File: src/rtl/sel_scan.sv
// sel_scan: N-channel registered selector with manual select and round-robin auto-scan.
// Optional per-channel ch_mask when SEL_SCAN_MASK_EN is defined.
module sel_scan #(
   parameter  int NCH  = 8,
   parameter  int W    = 4,
   parameter  int DIV  = 4,
   localparam int SELW = $clog2(NCH)
) (
   input  logic              clk,
   input  logic              rst,
   input  logic              en,
   input  logic              mode,
   input  logic [NCH*W-1:0]  in,
   input  logic [SELW-1:0]   sel,
`ifdef SEL_SCAN_MASK_EN
   input  logic [NCH-1:0]    ch_mask,
`endif
   output logic [W-1:0]      out,
   output logic [SELW-1:0]   ch,
   output logic              out_valid,
   output logic              wrap
);

   localparam int CW = $clog2(DIV) + 1;

   typedef enum logic [1:0] {
      OFF,
      MAN,
      SCAN
   } st_e;

   st_e               st;
   logic [CW-1:0]     cnt;
   logic [W-1:0]      chans [NCH];
   logic [NCH-1:0]    m;
   logic [SELW-1:0]   nxt;
   logic              nwrap;
   logic              sel_bad;
   logic [SELW:0]     sum;

   for (genvar k = 0; k < NCH; k++) begin : g_ch
      assign chans[k] = in[k*W +: W];
   end

`ifdef SEL_SCAN_MASK_EN
   assign m = ch_mask;
`else
   assign m = '1;
`endif

   assign sel_bad = {1'b0, sel} >= (SELW+1)'(NCH);

   always_comb begin
      st = SCAN;
      if (!en)
         st = OFF;
      else if (!mode)
         st = MAN;
   end

   // Circular search from ch+1; walking k downward lets the nearest hit win.
   always_comb begin
      nxt   = ch;
      nwrap = 1'b0;
      sum   = '0;
      for (int k = NCH; k >= 1; k--) begin
         sum = {1'b0, ch} + (SELW+1)'(k);
         if (sum >= (SELW+1)'(NCH)) begin
            sum = sum - (SELW+1)'(NCH);
            if (m[sum[SELW-1:0]]) begin
               nxt   = sum[SELW-1:0];
               nwrap = 1'b1;
            end
         end else if (m[sum[SELW-1:0]]) begin
            nxt   = sum[SELW-1:0];
            nwrap = 1'b0;
         end
      end
   end

   always_ff @(posedge clk) begin
      if (rst) begin
         out       <= '0;
         ch        <= '0;
         out_valid <= 1'b0;
         wrap      <= 1'b0;
         cnt       <= '0;
      end else begin
         wrap <= 1'b0;
         case (st)
            OFF: begin
               out       <= '0;
               out_valid <= 1'b0;
               cnt       <= '0;
            end
            MAN: begin
               cnt <= '0;
               if (sel_bad) begin
                  out       <= '0;
                  out_valid <= 1'b0;
               end else begin
                  ch        <= sel;
                  out       <= m[sel] ? chans[sel] : '0;
                  out_valid <= m[sel];
               end
            end
            default: begin
               if (!(|m)) begin
                  out       <= '0;
                  out_valid <= 1'b0;
                  cnt       <= '0;
               end else if (cnt == CW'(DIV-1)) begin
                  cnt       <= '0;
                  ch        <= nxt;
                  out       <= chans[nxt];
                  out_valid <= 1'b1;
                  wrap      <= nwrap;
               end else begin
                  cnt       <= cnt + 1'b1;
                  out       <= m[ch] ? chans[ch] : '0;
                  out_valid <= m[ch];
               end
            end
         endcase
      end
   end

endmodule

File: config.mk
export PLATFORM = sky130hd
export DESIGN_NAME = sel_scan
export DESIGN_NICKNAME = d
export VERILOG_FILES = /design/src/rtl/sel_scan.sv
export SDC_FILE = /design/constraint.sdc
export NUM_CORES = 1
export LEC_CHECK = 0
export CORE_ASPECT_RATIO = 0.75
export CORE_UTILIZATION = 60
export DETAILED_ROUTE_END_ITERATION = 12
export DONT_BUFFER_PORTS = 1
export PLACE_DENSITY = 0.82
export SYNTH_ARGS = -nofsm -noshare
export SYNTH_HDL_FRONTEND = slang
export SYNTH_SLANG_ARGS = --single-unit
File: constraint.sdc
create_clock -name clk -period 2.5 [get_ports clk]
set_input_delay 0.5 -clock clk [delete_from_list [all_inputs] [get_ports clk]]
set_output_delay 0.5 -clock clk [all_outputs]
set_load 0.1 [all_outputs]
# After elaboration in Yosys (flattened, before gate mapping)
# Memories as Yosys holds them, arrays and structs flattened. A register that Yosys moved wholly into a read port is not among the register bits.
# Index checks and enable logic that the tools add are counted.
# W data, S select, Z words.
[op_classes]
n_lt_le_gt_ge = 29
n_mux = 86
addsub = 17
bitwise = 5
n_reduce_logical = 5
eq_ne = 2
[op_table]
columns = ["cell", "count"]
rows = [
  ["$mux W3", 27],
  ["$lt A3 B4 Y1 const B", 18],
  ["$ge A4 B4 Y1 const B", 11],
  ["$mux W1", 42],
  ["$bmux W4 S3", 3],
  ["$mux W4", 9],
  ["$sub A3 B1 Y3 const B", 8],
  ["$add A3 B3 Y4 const B", 4],
  ["$not A3 Y4", 3],
  ["$add A3 B2 Y4 const B", 2],
  ["$pmux W4 S2", 1],
  ["$reduce_or A4 Y1", 2],
  ["$pmux W3 S2", 1],
  ["$add A3 B1 Y4 const B", 1],
  ["$add A3 B4 Y4 const B", 1],
  ["$mux W2", 2],
  ["$add A3 B1 Y3 const B", 1],
  ["$eq A3 B2 Y1 const B", 1],
  ["$eq A2 B1 Y1 const B", 1],
  ["$logic_not A2 Y1", 1],
  ["$not A1 Y1", 2],
  ["$pmux W1 S2", 1],
  ["$reduce_and A2 Y1", 1],
  ["$reduce_bool A2 Y1", 1],
]
[word_totals]
reg_bits = 12
out_inout_bits = 9
rom_bits = 144
inputBits = 39
wordCells = 167
memories = 18
[mem_list]
columns = ["name", "words", "width", "read_ports", "rd_ports_with_merged_regs", "wr", "line", "text"]
rows = [
  ["(no name shown)", 8, 1, 1, 1, 0, "121", "out_valid <= m[ch];"],
  ["(no name shown)", 8, 1, 1, 0, 0, "104", "out_valid <= m[sel];"],
  ["(no name shown)", 8, 1, 1, 0, 0, "74", "end else if (m[sum[SELW-1:0]]) begin"],
  ["(no name shown)", 8, 1, 1, 0, 0, "70", "if (m[sum[SELW-1:0]]) begin"],
  ["(no name shown)", 8, 1, 1, 0, 0, "74", ""],
  ["(no name shown)", 8, 1, 1, 0, 0, "70", ""],
  ["+12 memories", "-", "-", "-", "-", "-", "-", ""],
]

# Logic depth before layout (Yosys ltp)
# Gate-level depths: netlist of the first run.
[depth]
ltp_word = 26
mapped_depth = 7
ltp_nobuf = 6

# Least setup slack after synthesis of the first run
# Ideal clock, no wire load.
[synth_timing]
path_type = "register -> register"
start = "reg ch[1]"
end = "reg out[2]"
required_time_ns = 2.367
path_stages_with_launch = 8
t_arrival_ns = 2.037
setup_time_ns = 0.133
path_slack_ns = 0.331
synth_period_minus_slack_ns = 2.169
path_buffers = 2
cell_sequence = "dfxtp_1 ha_1 buf_4 buf_6 mux2i_1 nand3_1 nand4_1 a31oi_1"
[synth_via]
elab_chain_len = 26
word_cells_on_any_way = 91
cone_classes = "16 x add/sub; 8 x order compare; 49 x mux; 2 x bitwise; 16 x memory"
[synth_rtl]
columns = ["element", "line", "text"]
rows = [
  ["start: declaration", "19", "output logic [SELW-1:0] ch,"],
  ["start signal: assignment", "102", "ch <= sel;"],
  ["start signal: assignment", "114", "ch <= nxt;"],
  ["$add A3 B4 Y4", "67", "sum = {1'b0, ch} + (SELW+1)'(k);"],
  ["$sub A3 B1 Y3", "69", "sum = sum - (SELW+1)'(NCH);"],
  ["$mem_v2 Z8 W1", "-", ""],
  ["$mux W1 (implied by the code)", "70", ""],
  ["$mux W3", "70", ""],
  ["$mux W3", "68", "if (sum >= (SELW+1)'(NCH)) begin"],
  ["$mux W3 (on tied branches)", "74, 70", ""],
  ["$mux W3", "68", ""],
  ["[... 9 more ...]", "-", ""],
  ["$mux W3", "68", ""],
  ["$mux W3 (on tied branches)", "74, 70", ""],
  ["$mux W3", "68", ""],
  ["$not A3 Y4 (implied by the code)", "115", "out <= chans[nxt];"],
  ["$bmux W4 S3", "115", ""],
  ["$mux W4 (implied by the code) (2 in a row)", "115", ""],
  ["$mux W4 *", "112", "end else if (cnt == CW'(DIV-1)) begin"],
  ["$pmux W4 S2 *", "90", "case (st)"],
  ["end signal: assignment", "103", "out <= m[sel] ? chans[sel] : '0;"],
  ["end signal: assignment", "115", ""],
  ["end signal: assignment", "120", "out <= m[ch] ? chans[ch] : '0;"],
  ["end: declaration", "18", "output logic [W-1:0] out,"],
]
# Mark *: on every way between the ends. The rest lies on a longest branch, timed or not. The select of a mux whose other input is x is not followed.
# A chain may end at the register's enable or synchronous reset.

# Worst setup path in the final report of the first run
[layout_timing]
start = "reg ch[0]"
end = "reg out[2]"
# The elaborated chain is that of the path after synthesis.

==> summary by stage, run 1 <==
Outcome
The flow ran to the end, and the final reports show no timing, DRC or antenna violations.

Critical path
The delay of the slowest cell on the worst path is 0.53 ns. The required time at the worst-slack endpoint is 2.66 ns. The critical path goes through ha_1 -> buf_4 -> mux2i_1 -> a31oi_1 -> nand4_1 -> a31oi_1. The worst setup path is launched from a flip-flop. The critical path is of the reg -> reg type. STA classifies the critical path endpoint as a flip-flop. In this run the number of cells on the critical path is 6. Counting stages on the worst path, the most repeated cell is sky130_fd_sc_hd__a31oi_1.

The family with the most delay on the worst path is adder cells. The buffers plus inverters on the worst setup path is 1. The worst endpoint data arrival time is between 2 and 2.5 ns. The highest net fanout along the worst path is 10. The highest-delay cell along the critical path is sky130_fd_sc_hd__ha_1. The cell depth of the worst flop-to-flop path is 6.

Placed design
The number of port buffers is 0. At the end of routability-driven placement, the weighted congestion stood at 0.8785. Once detailed placement completed, the half-perimeter wirelength came to around 2600 um.

STA
For the final routed database, the setup TNS stands at 0 ns. The max-slew violation total from the final report is 0. For the pin with the worst max-slew slack, the measured transition is 0.6773 ns. Setup repair after global routing left no endpoint under its margin. The final count of hold timing violations is 0. The upper clock frequency limit is approximately 0.54 GHz.

The minimum clock period after layout is about 1.9 ns. The clock skew is 0.006351 ns. The tightest slew margin relative to the limit is 54.52%. After layout, the worst path uses 74.42% of the clock period. Setup violations remaining at the end of the flow were counted as 0.

Global route
The number of antenna violations at the first check in global routing is 0. The final global-route overflow total is 0. Entering global routing, the biggest net connects 20 pins. The first global-routing pass estimated 5782 um of wire.

The via count of the first global-routing pass came to 1290. The overall track demand over capacity in global routing is 31.26%.

Clock network
For this design, the sink count on the clock tree is 12. The root buffer cell chosen for the clock tree is sky130_fd_sc_hd__clkbuf_4. The count of buffers added by post-CTS timing repair for setup is 0. After clock tree synthesis, the flow added hold-fix buffers numbering 0. The TritonCTS clock tree is built.

In this run the number of H-tree levels came out at 1. After clock tree synthesis, the clock-pin slew on the worst setup and hold paths is approximately 0.08 ns. The total clock buffers created by CTS is 3. Once the clock tree was built, the resizer swapped 0 gates to a different size. The clock passes through at most 2 buffers. The later pin in the worst-skew pair is clocked with a latency of 0.28 ns.

Yosys
Summing every instance area after synthesis gives 1318 sq um. Counting flops and latches in the post-synthesis netlist gives 12. Counting every instance in the synthesized netlist gives between 100 and 150. The count of warnings emitted by yosys is 0. The number of nets handed over by synthesis was 191. The synthesized netlist contains 29 unique library cells. The post-synthesis average cell area is slightly below 9 sq um. After synthesis, flip-flops and latches occupy 18.23% of the total area.

Final layout
0 antenna diodes ended up in the layout. The layout overhead on the synthesized area is 3.419%. The fraction of layout instances using a drive strength above 1 is 14.67%. Cells fill 67.06% of the core in the end. The final layout contains 194 nets.

The filler cells instantiated in the layout total between 150 and 200.

Detailed routing
The antenna violation net count after detailed routing is 0. The routed via count is 1294. The remaining design rule violation count is 0. Dividing the detail-routed wire length by the instance count gives 20.32 um. The first detailed-routing pass took 4 iterations. The final layout contains routed wiring with a total length of 3535 um. The via count normalized by instance count is 7.437. The detailed router finished its first iteration with 65 violations.

Die
The number of core rows is 14. The overall die area is between 2000 and 2500 sq um. The horizontal die dimension is ~56 um. The effective utilization at floorplan is 64.84%. In this run the standard cell core region covers roughly 2000 sq um.

From bottom edge to top edge, the die measures 42.58 um. The number of top-level pins is between 40 and 50.

Power and ir drop
The total power divided by cell area is slightly above 400 nW/um^2. The worst-case vdd ir drop is 0.3332 mV. The cell leakage power is 0.4728 nW.

Worst hold path
The depth of the worst hold-timing path is 1. The tightest min-delay check is of the in -> reg type.

Run
The tool flagged a number of max-cap violations equal to 0.
==> through the flow <==
step	worst slack [ns]	instances	hold slack (ns)	power, W	instance area [sq um]
final	0.6396	174	0.2787	0.0005659	1363
after global routing	0.5707	174	0.2656	0.0005873	1363
after CTS	0.6550	174	0.2743	0.0005612	1363
after detailed placement	0.6726	171	0.4365	0.0004401	1340
after global placement	0.7997	171	0.4124	0.0004352	1340
after floorplan	0.3306	149	0.4084	0.0004217	1318
==> flip-flops by register name, indices dropped and copies added, names as in the netlist <==
| signal | flops |
|---|---|
| wrap | 1 |
| out | 4 |
| out_valid | 1 |
| ch | 3 |
| cnt | 3 |
==> worst reg2reg max path: stages (launching register included) <==
cell and delay, ns:
sky130_fd_sc_hd__dfxtp_1 0.32, sky130_fd_sc_hd__ha_1 0.53, sky130_fd_sc_hd__buf_4 0.30, sky130_fd_sc_hd__mux2i_1 0.25, sky130_fd_sc_hd__a31oi_1 0.12, sky130_fd_sc_hd__nand4_1 0.13, sky130_fd_sc_hd__a31oi_1 0.10
==> layer usage <==
layer	global-route usage [%]	share of wire [%]	up-vias
met1	40.66	40	610
met5	0	0	-
met2	50.71	47	99
met3	11.11	12	4
li1	-	-	581
met4	5.854	0.82	0
==> power by group <==
group          total [W]  switching (W)  internal [W]
Combinational   0.000233       0.000143     0.0000897
Sequential      0.000207     0.00000710      0.000200
Clock           0.000126      0.0000699     0.0000559
Total           0.000566       0.000220      0.000346
==> cells by family after synthesis <==
group	synth area share [%]
buffers and inverters	7.217
DFF	18.23
AOI/OAI and AO/OA	11.59
xor gates and xnor gates	1.330
adders and majority gates	2.849
and+or+nand+nor	20.80
muxes	37.99
==> final cells by class <==
type | count | area, sq um | share of cell area (%)
multi-input cells | 122 | 982.2 | 72.08
flip-flops and latches | 12 | 241.5 | 17.72
clock buffers | 3 | 22.52 | 1.653
well taps | 24 | 30.03 | 2.204
inverters | 3 | 11.26 | 0.8264
repair buffers | 10 | 75.07 | 5.510
==> cell usage after synthesis (all sizes together) <==
master	count	area share, %
nor2	3	0.85
nor3b	2	1.1
xnor2	1	0.66
mux2i	32	24
nor3	2	0.76
dfxtp	12	18
nand3b	2	1.1
a21oi	8	3.0
nand4	8	3.8
a31oi	8	3.8
nand3	17	6.5
a22oi	4	2.3
o22ai	2	0.95
and3b	1	0.66
ha	3	2.8
inv	2	0.57
nand4b	1	0.66
clkinv	1	0.28
clkbuf	2	0.57
mux4	8	14
xor2	1	0.66
buf	10	5.8
nand2	12	3.4
a211oi	2	1.1
o21ai	1	0.38
nand2b	1	0.48
nor2b	3	1.4
==> cells in the final DEF (no fill, tap or decap), types with 2 or more instances in the layout <==
cell / n
sky130_fd_sc_hd__nand4_1: 8
sky130_fd_sc_hd__nand2_1: 12
sky130_fd_sc_hd__nand3b_1: 2
sky130_fd_sc_hd__mux4_2: 8
sky130_fd_sc_hd__nor3_1: 2
sky130_fd_sc_hd__a211oi_1: 2
sky130_fd_sc_hd__nor3b_1: 2
sky130_fd_sc_hd__a22oi_1: 4
sky130_fd_sc_hd__nor2_1: 3
sky130_fd_sc_hd__a21oi_1: 8
sky130_fd_sc_hd__mux2i_1: 32
sky130_fd_sc_hd__nor2b_1: 3
sky130_fd_sc_hd__inv_1: 2
sky130_fd_sc_hd__clkbuf_4: 3
sky130_fd_sc_hd__a31oi_1: 8
sky130_fd_sc_hd__ha_1: 3
sky130_fd_sc_hd__nand3_1: 17
sky130_fd_sc_hd__o22ai_1: 2
sky130_fd_sc_hd__buf_4: 10
sky130_fd_sc_hd__dfxtp_1: 11
==> final timing paths <==
| kind | from | end | slack, ns |
|---|---|---|---|
| setup / recovery | ch[0] | out[2] | 0.64 |
| hold / removal | rst | out[0] | 0.28 |
| setup reg to reg | ch[0] | out[2] | 0.64 |
| hold reg to reg | cnt[0] | cnt[0] | 0.45 |
(Power assumes the default switching activity.)
==> run 2, diff against run 1 <==
Settings changed: CORE_UTILIZATION 60 to 57, PLACE_DENSITY 0.82 to 0.81.
Clock period 2.5 ns to 1.49 ns, I/O delays scaled along.
==> run 2 against run 1 <==
Non-clock buffer count rose by 15. The flow now finishes with violations (design-rule violations, negative setup slack). Clock skew fell by 0.0037 ns. Die area rose by 5.0%. Highest routed layer unchanged. Fmax rose by 21%. Flip-flop and latch count did not move. Critical endpoint is now out[0]. Sequential share of layout area fell by 1.7 points. Final cell count rose by 9.2%. First-iteration DRC count rose by 69%. Largest power group unchanged. Worst setup slack got worse by 0.69 ns. Design area rose by 15%. Sequential power rose by 69%.
==> summary by stage, run 2 (synthesis results as in run 1) <==
Outcome
The flow ran to the end, but the final reports show violations. The checks that failed: design-rule violations, negative setup slack.

Die
The overall die area is 2510 sq um (+5.0%). The area of the placeable core came to 2085 sq um (+2.6%). The effective utilization at floorplan is 63.21% (-1.6 points). The horizontal die dimension is 57.52 um (+2.5%). The vertical die dimension is 43.64 um (+2.5%). The number of top-level pins was 48 (unchanged).

The number of core rows is 14 (unchanged).

Critical path
The startpoint identified for the worst register-to-register timing path is cnt[1]. The worst endpoint data arrival time is 1.73 ns (-0.29 ns). STA classifies the critical path endpoint as a flip-flop. The highest net fanout along the worst path is 5 (-5). The flop-to-flop setup slack is -0.05 ns (-0.69 ns). The element type at the critical path start is a flip-flop. The required time at the worst-slack endpoint is 1.68 ns (-0.98 ns). The cell depth of the worst flop-to-flop path is 6 (unchanged).

In this run the critical register-to-register path is captured at out[0]. Tracing the worst setup path back leads to its startpoint at cnt[1]. The worst setup path endpoint is out[0]. The classification of the worst setup path is reg -> reg.

STA
The max-slew violation total from the final report is 0 (unchanged). Setup repair after global routing could not meet its margin everywhere. The share of the cycle needed by the critical path after routing was 103.3% (+29 points). The tightest slew margin relative to the limit is 77.12% (+23 points). The minimum clock period after layout is 1.539 ns (-0.3210 ns). The clock skew is 0.002679 ns (-0.003673 ns). The final count of hold timing violations is 0 (unchanged). The actual slew at the worst max-slew pin is 0.3425 ns (-0.3348 ns). The setup slack of the critical path after layout is -0.04945 ns (-0.6890 ns).

The upper clock frequency limit is 0.6496 GHz (+21%). The count of endpoints failing setup in the final report came to 2 (+2).

Power and ir drop
The total power divided by cell area is 658.3 nW/um^2 (+59%). The worst-case vdd ir drop came to 0.4795 mV (+44%). The power share of the clock group is 21.6% (-0.6 points). The register share of total power is 33.9% (-2.8 points). The part of the total power dissipated in combinational logic was 44.6% (+3.5 points). The cell leakage power is 0.5551 nW (+17%). The internal power summed over all cells is 0.0006389 W (+85%).

The switching fraction of total power is 37.95% (-0.93 points). The net load switching power is 0.0003907 W (+78%).

Global route
The overall track demand over capacity in global routing is 34.92% (+3.7 points). The final global-route overflow total was 0 (unchanged). The met1 usage in global routing is 44.03% (+3.4 points). The number of antenna violations at the first check in global routing is 0 (unchanged).

The via count of the first global-routing pass is 1392 (+7.9%). The met3 track utilization from global routing is 10.75% (-0.36 points). The met2 track demand over resource is 57.91% (+7.2 points). The layer flagged by global routing as most heavily used is met2.

The largest net degree at the start of global routing was 19 (-5.0%). The global-route wire length before repair came to 6472 um (+12%).

Placed design
The placed wire-length estimate after detailed placement was 2971 um (+14%). The global placer's final weighted congestion is 0.9911 (+13%). The number of port buffers is 0 (unchanged). The cell area after placement is 1420 sq um (+6.0%).

Final layout
The number of flip-flops under the largest register name is 4 (unchanged). The post-route core utilization was 75.03% (+8.0 points). The final net count was 209 (+7.7%).

The register containing the most flip-flops in the final layout is out. The fraction of layout instances using a drive strength above 1 is 28.31% (+14 points). In the layout the commonest cells are sky130_fd_sc_hd__mux2i_1 (32), sky130_fd_sc_hd__buf_4 (21), sky130_fd_sc_hd__nand3_1 (16). The antenna diode count came to 0 (unchanged). From synthesis to final layout, the design area changed by 18.71%. The most common cell after layout, fill and taps aside is sky130_fd_sc_hd__mux2i_1. The filler cell count in the final layout was 166 (-6.7%). The largest registers in the layout are out: 4 flops, ch: 3 flops, cnt: 3 flops. The cell area after layout was 1564 sq um (+15%).

Clock network
The clock sink count is 12 (unchanged). Clock tree synthesis selected as its root buffer the cell sky130_fd_sc_hd__clkbuf_4. TritonCTS built the clock tree.

The source-to-sink clock delay at the later pin of the worst-skew pair is 0.28 ns (about the same). The clock input transition at the sequential cells of the worst setup and hold paths is 0.08 ns (about the same). The level count of the clock H-tree is 1 (unchanged). The maximum buffer depth of the clock tree is 2 (unchanged).

The total clock buffers created by CTS is 3 (unchanged).

Run
The number of max-capacitance violations reported was 0 (unchanged).

Detailed routing
The routed via count is 1388 (+7.3%). The final routed wirelength across all metal layers came to 4202 um (+19%). The remaining design rule violation count is 4 (+4). The routed length per placed instance is 22.12 um (+8.9%). The first-pass detailed-route iteration total was 11 (+7). The starting DRC count in detailed routing is 110 (+69%). The antenna violation net count after detailed routing came to 0 (unchanged). The via count normalized by instance count came to 7.305 (-1.8%).

Worst hold path
The path class of the tightest hold or removal check is in -> reg.
run 2: cell count changes in the layout (fill, tap and decap cells not counted), sizes merged:
cell,change
clkbuf,+1
buf,+15
run 2: worst min-delay path by stage:
stage | startpoint | end | slack, ns | cells after the start
detailed placement | rst | ch[0] | 0.37 | 1
floorplan | rst | out_valid | 0.37 | 1
CTS | rst | ch[0] | 0.07 | 1
global placement | rst | ch[0] | 0.37 | 1
finish | rst | ch[0] | 0.07 | 1
global route | rst | ch[2] | 0.06 | 1
run 2: through the flow:
| stage | setup TNS (ns) | worst slack [ns] | total power (W) | cells | hold WS (ns) |
|---|---|---|---|---|---|
| CTS | 0 | 0.01708 | 0.001012 | 187 | 0.06728 |
| detailed placement | -0.08219 | -0.05595 | 0.0007645 | 179 | 0.3687 |
| global placement | 0 | 0.04155 | 0.0007536 | 179 | 0.3651 |
| global route | -0.5678 | -0.1341 | 0.001064 | 190 | 0.06066 |
| finish | -0.06437 | -0.04945 | 0.001030 | 190 | 0.07311 |
| floorplan | -0.3621 | -0.09367 | 0.0007155 | 149 | 0.3696 |
run 2: what timing repair did:
item / 4_1_cts / 5_1_grt
hold buffers: 0 / 0
setup endpoints to repair: 6 / 4
pin swaps: 4 / 7
buffers inserted: 4 / 3
resized for setup: 10 / 2
run 2: worst max-delay path, cell delays in order, from the launching register on:
cell	delay, ns
sky130_fd_sc_hd__dfxtp_1	0.34
sky130_fd_sc_hd__ha_4	0.17
sky130_fd_sc_hd__ha_4	0.16
sky130_fd_sc_hd__nand3b_1	0.26
sky130_fd_sc_hd__a21oi_1	0.18
sky130_fd_sc_hd__nand4_1	0.11
sky130_fd_sc_hd__a31oi_1	0.22
run 2: power groups by stage:
stage	Combinational [W]	Sequential, W	Clock (W)
4_1_cts	0.000441	0.000348	0.000223
6_report	0.000459	0.000349	0.000222
5_1_grt	0.000481	0.000349	0.000233
3_3_place_gp	0.000401	0.000353	0
2_1_floorplan	0.000264	0.000451	0
3_5_place_dp	0.000410	0.000355	0
run 2: final cells by class:
class,instances,area [sq um],share of cell area (%)
Clock buffer,4,26.28,1.680
Inverter,3,12.51,0.8000
Multi-Input combinational cell,122,1033,66.08
Sequential cell,12,250.2,16.00
Tap cell,24,30.03,1.920
Timing Repair Buffer,25,211.5,13.52
run 2: layer usage:
metal / vias to the layer above / share of wire, %
li1: 609 / -
met1: 653 / 38
met2: 108 / 47
met3: 18 / 12
met4: 0 / 2.2
met5: - / 0
